### src/rtl/mem_arbiter.sv
`default_nettype none
// ============================================================================
//  Module      : mem_arbiter
//  Description : Round-robin arbiter between a data-cache port (read/write)
//                and an instruction-cache port (read-only) sharing a single
//                line-wide memory port. IDLE/BUSY/DONE FSM, fully registered
//                outputs, BUSY-cycle timeout with error flag.
//  Revision    : 1.0 - initial release
// ============================================================================
module mem_arbiter #(
    parameter int ADDR_W  = 32,
    parameter int LINE_W  = 128,
    parameter int TIMEOUT = 255
) (
    input  logic              clk,
    input  logic              rst_n,
    // data-cache port
    input  logic              d_req,
    input  logic              d_we,
    input  logic [ADDR_W-1:0] d_addr,
    input  logic [LINE_W-1:0] d_wdata,
    output logic [LINE_W-1:0] d_rdata,
    output logic              d_done,
    output logic              d_err,
    // instruction-cache port
    input  logic              i_req,
    input  logic [ADDR_W-1:0] i_addr,
    output logic [LINE_W-1:0] i_rdata,
    output logic              i_done,
    output logic              i_err,
    // memory port
    output logic              mem_rd,
    output logic              mem_wr,
    output logic [ADDR_W-1:0] mem_addr,
    output logic [LINE_W-1:0] mem_wdata,
    input  logic [LINE_W-1:0] mem_rdata,
    input  logic              mem_ready,
    // status
    output logic              busy
);

    localparam int                 c_CNT_W    = $clog2(TIMEOUT + 1);
    localparam logic [1:0]         c_IDLE     = 2'd0;
    localparam logic [1:0]         c_BUSY     = 2'd1;
    localparam logic [1:0]         c_DONE     = 2'd2;
    localparam logic               c_GNT_D    = 1'b0;
    localparam logic               c_GNT_I    = 1'b1;
    localparam logic [c_CNT_W-1:0] c_CNT_LAST = c_CNT_W'(TIMEOUT - 1);
    // 16-byte line alignment: low nibble of the address is always cleared
    localparam logic [ADDR_W-1:0]  c_LINE_MASK = ~ADDR_W'(15);

    logic [1:0]         r_state, w_state_nxt;
    logic               r_gnt, w_gnt_nxt;
    logic               r_we, w_we_nxt;
    logic               r_last_gnt, w_last_gnt_nxt;
    logic [c_CNT_W-1:0] r_cnt, w_cnt_nxt;
    logic               r_mem_rd, w_mem_rd_nxt;
    logic               r_mem_wr, w_mem_wr_nxt;
    logic [ADDR_W-1:0]  r_mem_addr, w_mem_addr_nxt;
    logic [LINE_W-1:0]  r_mem_wdata, w_mem_wdata_nxt;
    logic [LINE_W-1:0]  r_d_rdata, w_d_rdata_nxt;
    logic [LINE_W-1:0]  r_i_rdata, w_i_rdata_nxt;
    logic               r_d_done, w_d_done_nxt;
    logic               r_i_done, w_i_done_nxt;
    logic               r_d_err, w_d_err_nxt;
    logic               r_i_err, w_i_err_nxt;
    logic               r_busy, w_busy_nxt;

    logic               w_any_req;
    logic               w_pick_i;
    logic               w_new_we;
    logic               w_timeout;

    // Instruction port wins when it is the only requester, or on a tie when
    // the data port was served last.
    assign w_any_req = d_req | i_req;
    assign w_pick_i  = i_req & (~d_req | (r_last_gnt == c_GNT_D));
    assign w_new_we  = ~w_pick_i & d_we;
    // mem_ready in the same cycle overrides the timeout
    assign w_timeout = (r_cnt == c_CNT_LAST) & ~mem_ready;

    // State register and registered outputs
    always_ff @(posedge clk) begin
        if (!rst_n) begin
            r_state     <= c_IDLE;
            r_gnt       <= c_GNT_D;
            r_we        <= 1'b0;
            r_last_gnt  <= c_GNT_I;
            r_cnt       <= '0;
            r_mem_rd    <= 1'b0;
            r_mem_wr    <= 1'b0;
            r_mem_addr  <= '0;
            r_mem_wdata <= '0;
            r_d_rdata   <= '0;
            r_i_rdata   <= '0;
            r_d_done    <= 1'b0;
            r_i_done    <= 1'b0;
            r_d_err     <= 1'b0;
            r_i_err     <= 1'b0;
            r_busy      <= 1'b0;
        end else begin
            r_state     <= w_state_nxt;
            r_gnt       <= w_gnt_nxt;
            r_we        <= w_we_nxt;
            r_last_gnt  <= w_last_gnt_nxt;
            r_cnt       <= w_cnt_nxt;
            r_mem_rd    <= w_mem_rd_nxt;
            r_mem_wr    <= w_mem_wr_nxt;
            r_mem_addr  <= w_mem_addr_nxt;
            r_mem_wdata <= w_mem_wdata_nxt;
            r_d_rdata   <= w_d_rdata_nxt;
            r_i_rdata   <= w_i_rdata_nxt;
            r_d_done    <= w_d_done_nxt;
            r_i_done    <= w_i_done_nxt;
            r_d_err     <= w_d_err_nxt;
            r_i_err     <= w_i_err_nxt;
            r_busy      <= w_busy_nxt;
        end
    end

    // Next-state logic
    always_comb begin
        w_state_nxt = r_state;
        case (r_state)
            c_IDLE:  if (w_any_req) w_state_nxt = c_BUSY;
            c_BUSY:  if (mem_ready || w_timeout) w_state_nxt = c_DONE;
            c_DONE:  w_state_nxt = c_IDLE;
            default: w_state_nxt = c_IDLE;
        endcase
    end

    // Next values for the registered outputs and the latched request
    always_comb begin
        w_gnt_nxt       = r_gnt;
        w_we_nxt        = r_we;
        w_last_gnt_nxt  = r_last_gnt;
        w_cnt_nxt       = r_cnt;
        w_mem_rd_nxt    = r_mem_rd;
        w_mem_wr_nxt    = r_mem_wr;
        w_mem_addr_nxt  = r_mem_addr;
        w_mem_wdata_nxt = r_mem_wdata;
        w_d_rdata_nxt   = r_d_rdata;
        w_i_rdata_nxt   = r_i_rdata;
        w_d_done_nxt    = 1'b0;
        w_i_done_nxt    = 1'b0;
        w_d_err_nxt     = 1'b0;
        w_i_err_nxt     = 1'b0;
        w_busy_nxt      = (w_state_nxt != c_IDLE);
        case (r_state)
            c_IDLE: begin
                if (w_any_req) begin
                    w_gnt_nxt       = w_pick_i;
                    w_last_gnt_nxt  = w_pick_i;
                    w_we_nxt        = w_new_we;
                    w_mem_rd_nxt    = ~w_new_we;
                    w_mem_wr_nxt    = w_new_we;
                    w_mem_addr_nxt  = (w_pick_i ? i_addr : d_addr) & c_LINE_MASK;
                    w_mem_wdata_nxt = w_new_we ? d_wdata : '0;
                    w_cnt_nxt       = '0;
                end
            end
            c_BUSY: begin
                if (mem_ready) begin
                    w_mem_rd_nxt = 1'b0;
                    w_mem_wr_nxt = 1'b0;
                    if (!r_we) begin
                        if (r_gnt == c_GNT_I) w_i_rdata_nxt = mem_rdata;
                        else                  w_d_rdata_nxt = mem_rdata;
                    end
                    w_i_done_nxt = (r_gnt == c_GNT_I);
                    w_d_done_nxt = (r_gnt == c_GNT_D);
                end else if (w_timeout) begin
                    w_mem_rd_nxt = 1'b0;
                    w_mem_wr_nxt = 1'b0;
                    w_i_done_nxt = (r_gnt == c_GNT_I);
                    w_d_done_nxt = (r_gnt == c_GNT_D);
                    w_i_err_nxt  = (r_gnt == c_GNT_I);
                    w_d_err_nxt  = (r_gnt == c_GNT_D);
                end else begin
                    w_cnt_nxt = r_cnt + c_CNT_W'(1);
                end
            end
            default: ;
        endcase
    end

    assign mem_rd    = r_mem_rd;
    assign mem_wr    = r_mem_wr;
    assign mem_addr  = r_mem_addr;
    assign mem_wdata = r_mem_wdata;
    assign d_rdata   = r_d_rdata;
    assign i_rdata   = r_i_rdata;
    assign d_done    = r_d_done;
    assign i_done    = r_i_done;
    assign d_err     = r_d_err;
    assign i_err     = r_i_err;
    assign busy      = r_busy;

endmodule
`default_nettype wire

### config.mk
export PLATFORM = sky130hd
export DESIGN_NAME = mem_arbiter
export DESIGN_NICKNAME = d
export VERILOG_FILES = /design/src/rtl/mem_arbiter.sv
export SDC_FILE = /design/constraint.sdc
export NUM_CORES = 1
export LEC_CHECK = 0
export ABC_CLOCK_PERIOD_IN_PS = 2200
export CAP_MARGIN = 10
export CELL_PAD_IN_SITES_DETAIL_PLACEMENT = 1
export CELL_PAD_IN_SITES_GLOBAL_PLACEMENT = 2
export CORE_AREA = 2 2 287 289
export CTS_BUF_LIST = sky130_fd_sc_hd__clkbuf_4
export CTS_CLUSTER_SIZE = 14
export DETAILED_ROUTE_END_ITERATION = 16
export DIE_AREA = 0 0 289 291
export GPL_TIMING_DRIVEN = 0
export PLACE_DENSITY = 0.83
export RECOVER_POWER = 25
export SYNTH_ARGS = -nofsm -noshare
export SYNTH_HDL_FRONTEND = slang
export SYNTH_SLANG_ARGS = --single-unit
### constraint.sdc
create_clock -name clk -period 2.2 [get_ports clk]
set_input_delay 0.44 -clock clk [delete_from_list [all_inputs] [get_ports clk]]
set_output_delay 0.44 -clock clk [all_outputs]
set_load 0.02 [all_outputs]
==> key figures <==
Route
  – Routed wire length per instance: 19.6 microns
  – Total number of vias: 16100
  – Remaining number of nets flagged by the antenna check after routing: 0
  – Final Routed Wirelength: 74900 microns
  – DRC violation count after routing: 0
  – Via count normalized by instance count: 4.22
  – Initial DRC count: 382
  – Number of optimization iterations in the first detailed-route pass: 5

STA
  – Max Freq: 469 MHz
  – Worst slew slack as a fraction of its limit: 29.7%
  – Final max-slew violation count: 0
  – Final Hold Slack: 0.155 ns
  – Final clock skew: 0.0630 ns
  – Number of failing setup endpoints in the final timing report: 0
  – Hold Fails Final Rpt: 0
  – Period Utilization, post-route: 96.8%
  – Slew of the pin with the lowest slew margin: 1.05 ns
  – Shortest clock period the worst path allows after layout: 2.13 ns

Setup path
  – Critical path endpoint category: flip-flop
  – CP required: 2.90 ns
  – Kind of cell adding the most delay to the critical path: simple AND/OR/NAND/NOR gates
  – Number of cells on the worst reg-to-reg path: 5
  – Number of stages on the worst setup path: 5
  – Startpoint kind of the worst setup timing path: flip-flop
  – Worst-path cell chain: inv_1 > ha_1 > nand3_1 > or2_2 > nor4_1
  – Type of the worst setup path: reg -> reg
  – Arrival time of the worst setup path: 2.83 ns
  – Worst-path fanout max: 4
  – CP bufs+invs: 1
  – Cell at the slowest stage of the critical path: nor4_1
  – Critical Path Max Stage Delay: 0.86 ns

Die
  – Core area: 81200 sq um
  – Die Footprint: 84100 sq um
  – Count of boundary I/O pins: 749
  – Chip width: 289 microns
  – Die extent in y: 291 microns
  – Starting Density: 19.9%
  – Count of standard-cell rows: 105

Global route
  – Initial antenna violation count: 8
  – Pin count of the biggest net entering global routing: 20
  – Total congestion overflow: 0
  – Total GRT Usage: 17.4%
  – Vias in the first global route: 17300
  – Global-route wire length before repair: 110000 microns

Worst hold path
  – Hold Crit Class: in -> reg
  – Worst Hold Depth: 3

Layout
  – Post-layout instance count excluding filler cells: 3819
  – Share of final-layout standard cells stronger than drive strength 1: 12.8%
  – Synth-to-layout area growth: 64.3%
  – Net count, final: 3007
  – Final cell area excluding filler cells: 26600 sq um
  – Final core utilization: 32.8%

Clocking
  – Clk pin slew, worst setup/hold paths: 0.07 ns
  – Maximum root-to-sink buffer count: 3
  – TritonCTS clock tree: built
  – CTS Root Cell: clkbuf_4
  – Clock buffer count from CTS: 130
  – CTS sink cnt: 432
  – Total number of H-tree levels: 4
  – Clock latency on the worst-skew pair: 0.91 ns

Yosys
  – Largest cells by area after synthesis: dfxtp_1, nand2_1, a21boi_0, a22oi_1, a21boi_1
  – Share of the yosys chip area belonging to registers: 53.4%
  – Summed instance area of the synthesized netlist: 16200 sq um
  – Gate count after technology mapping: 1764
  – Count of flip-flops with a built-in enable after synthesis: 0
  – Synth top cells by count: nand2_1, dfxtp_1, a21boi_0
  – Library cells used by synthesis: 40
  – Number of warning messages in the yosys log: 0
  – Cell type contributing the most total cell area after synthesis: dfxtp_1
  – Register bit count reported by yosys: 432
  – Post-Synthesis Mean Instance Area: 9.18 sq um
  – Share of the synthesized area in the top cell type: 53.4%
  – Share of flip-flops with an asynchronous set or reset after synthesis: 0%
  – Most common cell in the netlist: nand2_1
  – Primary flip-flop cell chosen by synthesis mapping: dfxtp_1

Power and ir drop
  – Worst IR drop on VDD: 0.375 mV
  – Leak Pwr: 10.9 nW
  – Total Power Consumption: 19.0 mW
  – Power density of the placed cells: 715 nW/um^2

Flow run
  – Maxcap violations: 0

Placed design
  – Number of I/O port buffers: 734
  – Placed wire-length estimate: 57600 microns
  – Placer's final routability congestion estimate: 0.814
  – Dpl cell area: 24900 sq um
  – Number of placed instances, taps included: 3571

Status
  – Outcome: finished, final reports clean
[sequential cells by signal, summed over array words and instances, names as in the netlist, 2 cells and up]
| register | count |
|---|---|
| d_rdata | 128 |
| i_rdata | 128 |
| mem_addr | 28 |
| mem_wdata | 128 |
| r_cnt | 8 |
| r_state | 2 |
[final timing paths]
kind                                  from                  endpoint  slack, ns
hold / removal               mem_rdata[74]  d_rdata[74]$_SDFFE_PN0P_       0.15
hold reg to reg   d_rdata[10]$_SDFFE_PN0P_  d_rdata[10]$_SDFFE_PN0P_       0.45
setup reg to reg     r_cnt[0]$_SDFFE_PN0P_          d_err$_SDFF_PP0_       0.07
setup / recovery     r_cnt[0]$_SDFFE_PN0P_          d_err$_SDFF_PP0_       0.07
[worst register-to-register path, cell delays in order (launching register included)]
cell and delay [ns]:
dfxtp_1 0.33, inv_1 0.10, ha_1 0.18, nand3_1 0.12, or2_2 0.34, nor4_1 0.86
[area by class of cell]
cell class,count,area [sq um]
antenna,5,12.5
buffer,146,708
clock buffer,177,1330
clock inverter,20,231
fill,9530,54600
inverter,2,7.51
multi-input combinational,1186,6780
sequential,432,8660
tap,1070,1340
timing repair buffer,781,7520
[routing by layer]
| metal | vias up | share of wire [%] | global-route usage [%] |
|---|---|---|---|
| met5 | - | 0.040 | 0 |
| met3 | 128 | 8.9 | 6.97 |
| met4 | 4 | 2.9 | 6.22 |
| met1 | 7594 | 38 | 18.3 |
| met2 | 609 | 50 | 31.2 |
| li1 | 7778 | - | - |
[cell families after synthesis]
| kind of cell | synth area share, % |
|---|---|
| XOR/XNOR | 0.0541 |
| buffers and inverters | 4.79 |
| other | 0.0232 |
| flip-flops | 53.4 |
| AO/OA/AOI/OAI | 20.7 |
| multiplexers | 1.79 |
| AND/OR/NAND/NOR | 19.1 |
| adder cells (fa/ha/maj) | 0.155 |
[metrics by stage]
stage,setup slack (ns),TNS [ns]
final,0.0697,0
after global routing,-0.00585,-0.0298
after CTS,0.000365,0
after detailed placement,-1.09,-275.52
after global placement,-1.22,-286.52
after floorplan,0.491,0
[layout by cell type, fill, tap and decap left out, types with 3 or more instances in the layout]
master and instances:
nand2_1 547, dfxtp_1 424, clkdlybuf4s50_1 315, dlygate4sd2_1 262, a21boi_0 186, clkbuf_4 178, nor2b_1 130, a22oi_1 128
clkdlybuf4s15_1 83, a21boi_1 75, clkbuf_1 70, clkdlybuf4s15_2 64, dlygate4sd3_1 47, buf_2 36, mux2i_1 29, o211a_1 29
clkbuf_2 29, buf_4 15, dfxtp_2 8, clkinv_1 7, o21ai_0 6, nor2_1 6, a21oi_1 6, diode_2 5
nand3_1 5, a31oi_1 5, bufinv_16 5, buf_6 4, conb_1 4, nor3_1 3, and3_1 3, o21a_1 3
[repair_timing]
action                     in CTS  in global routing
resized for setup             663                 17
hold buffers                   47                  0
buffers inserted                0                  0
hold endpoints to repair       77                  0
setup endpoints to repair     440                 42
[power by group]
part / total [mW] / leakage [nW] / switching (mW) / internal, mW
clock: 7.86 / 0.926 / 3.61 / 4.25
sequential: 8.30 / 3.51 / 0.169 / 8.13
combinational: 2.84 / 6.48 / 1.54 / 1.30
No activity file was read; power rests on OpenSTA's default activity.
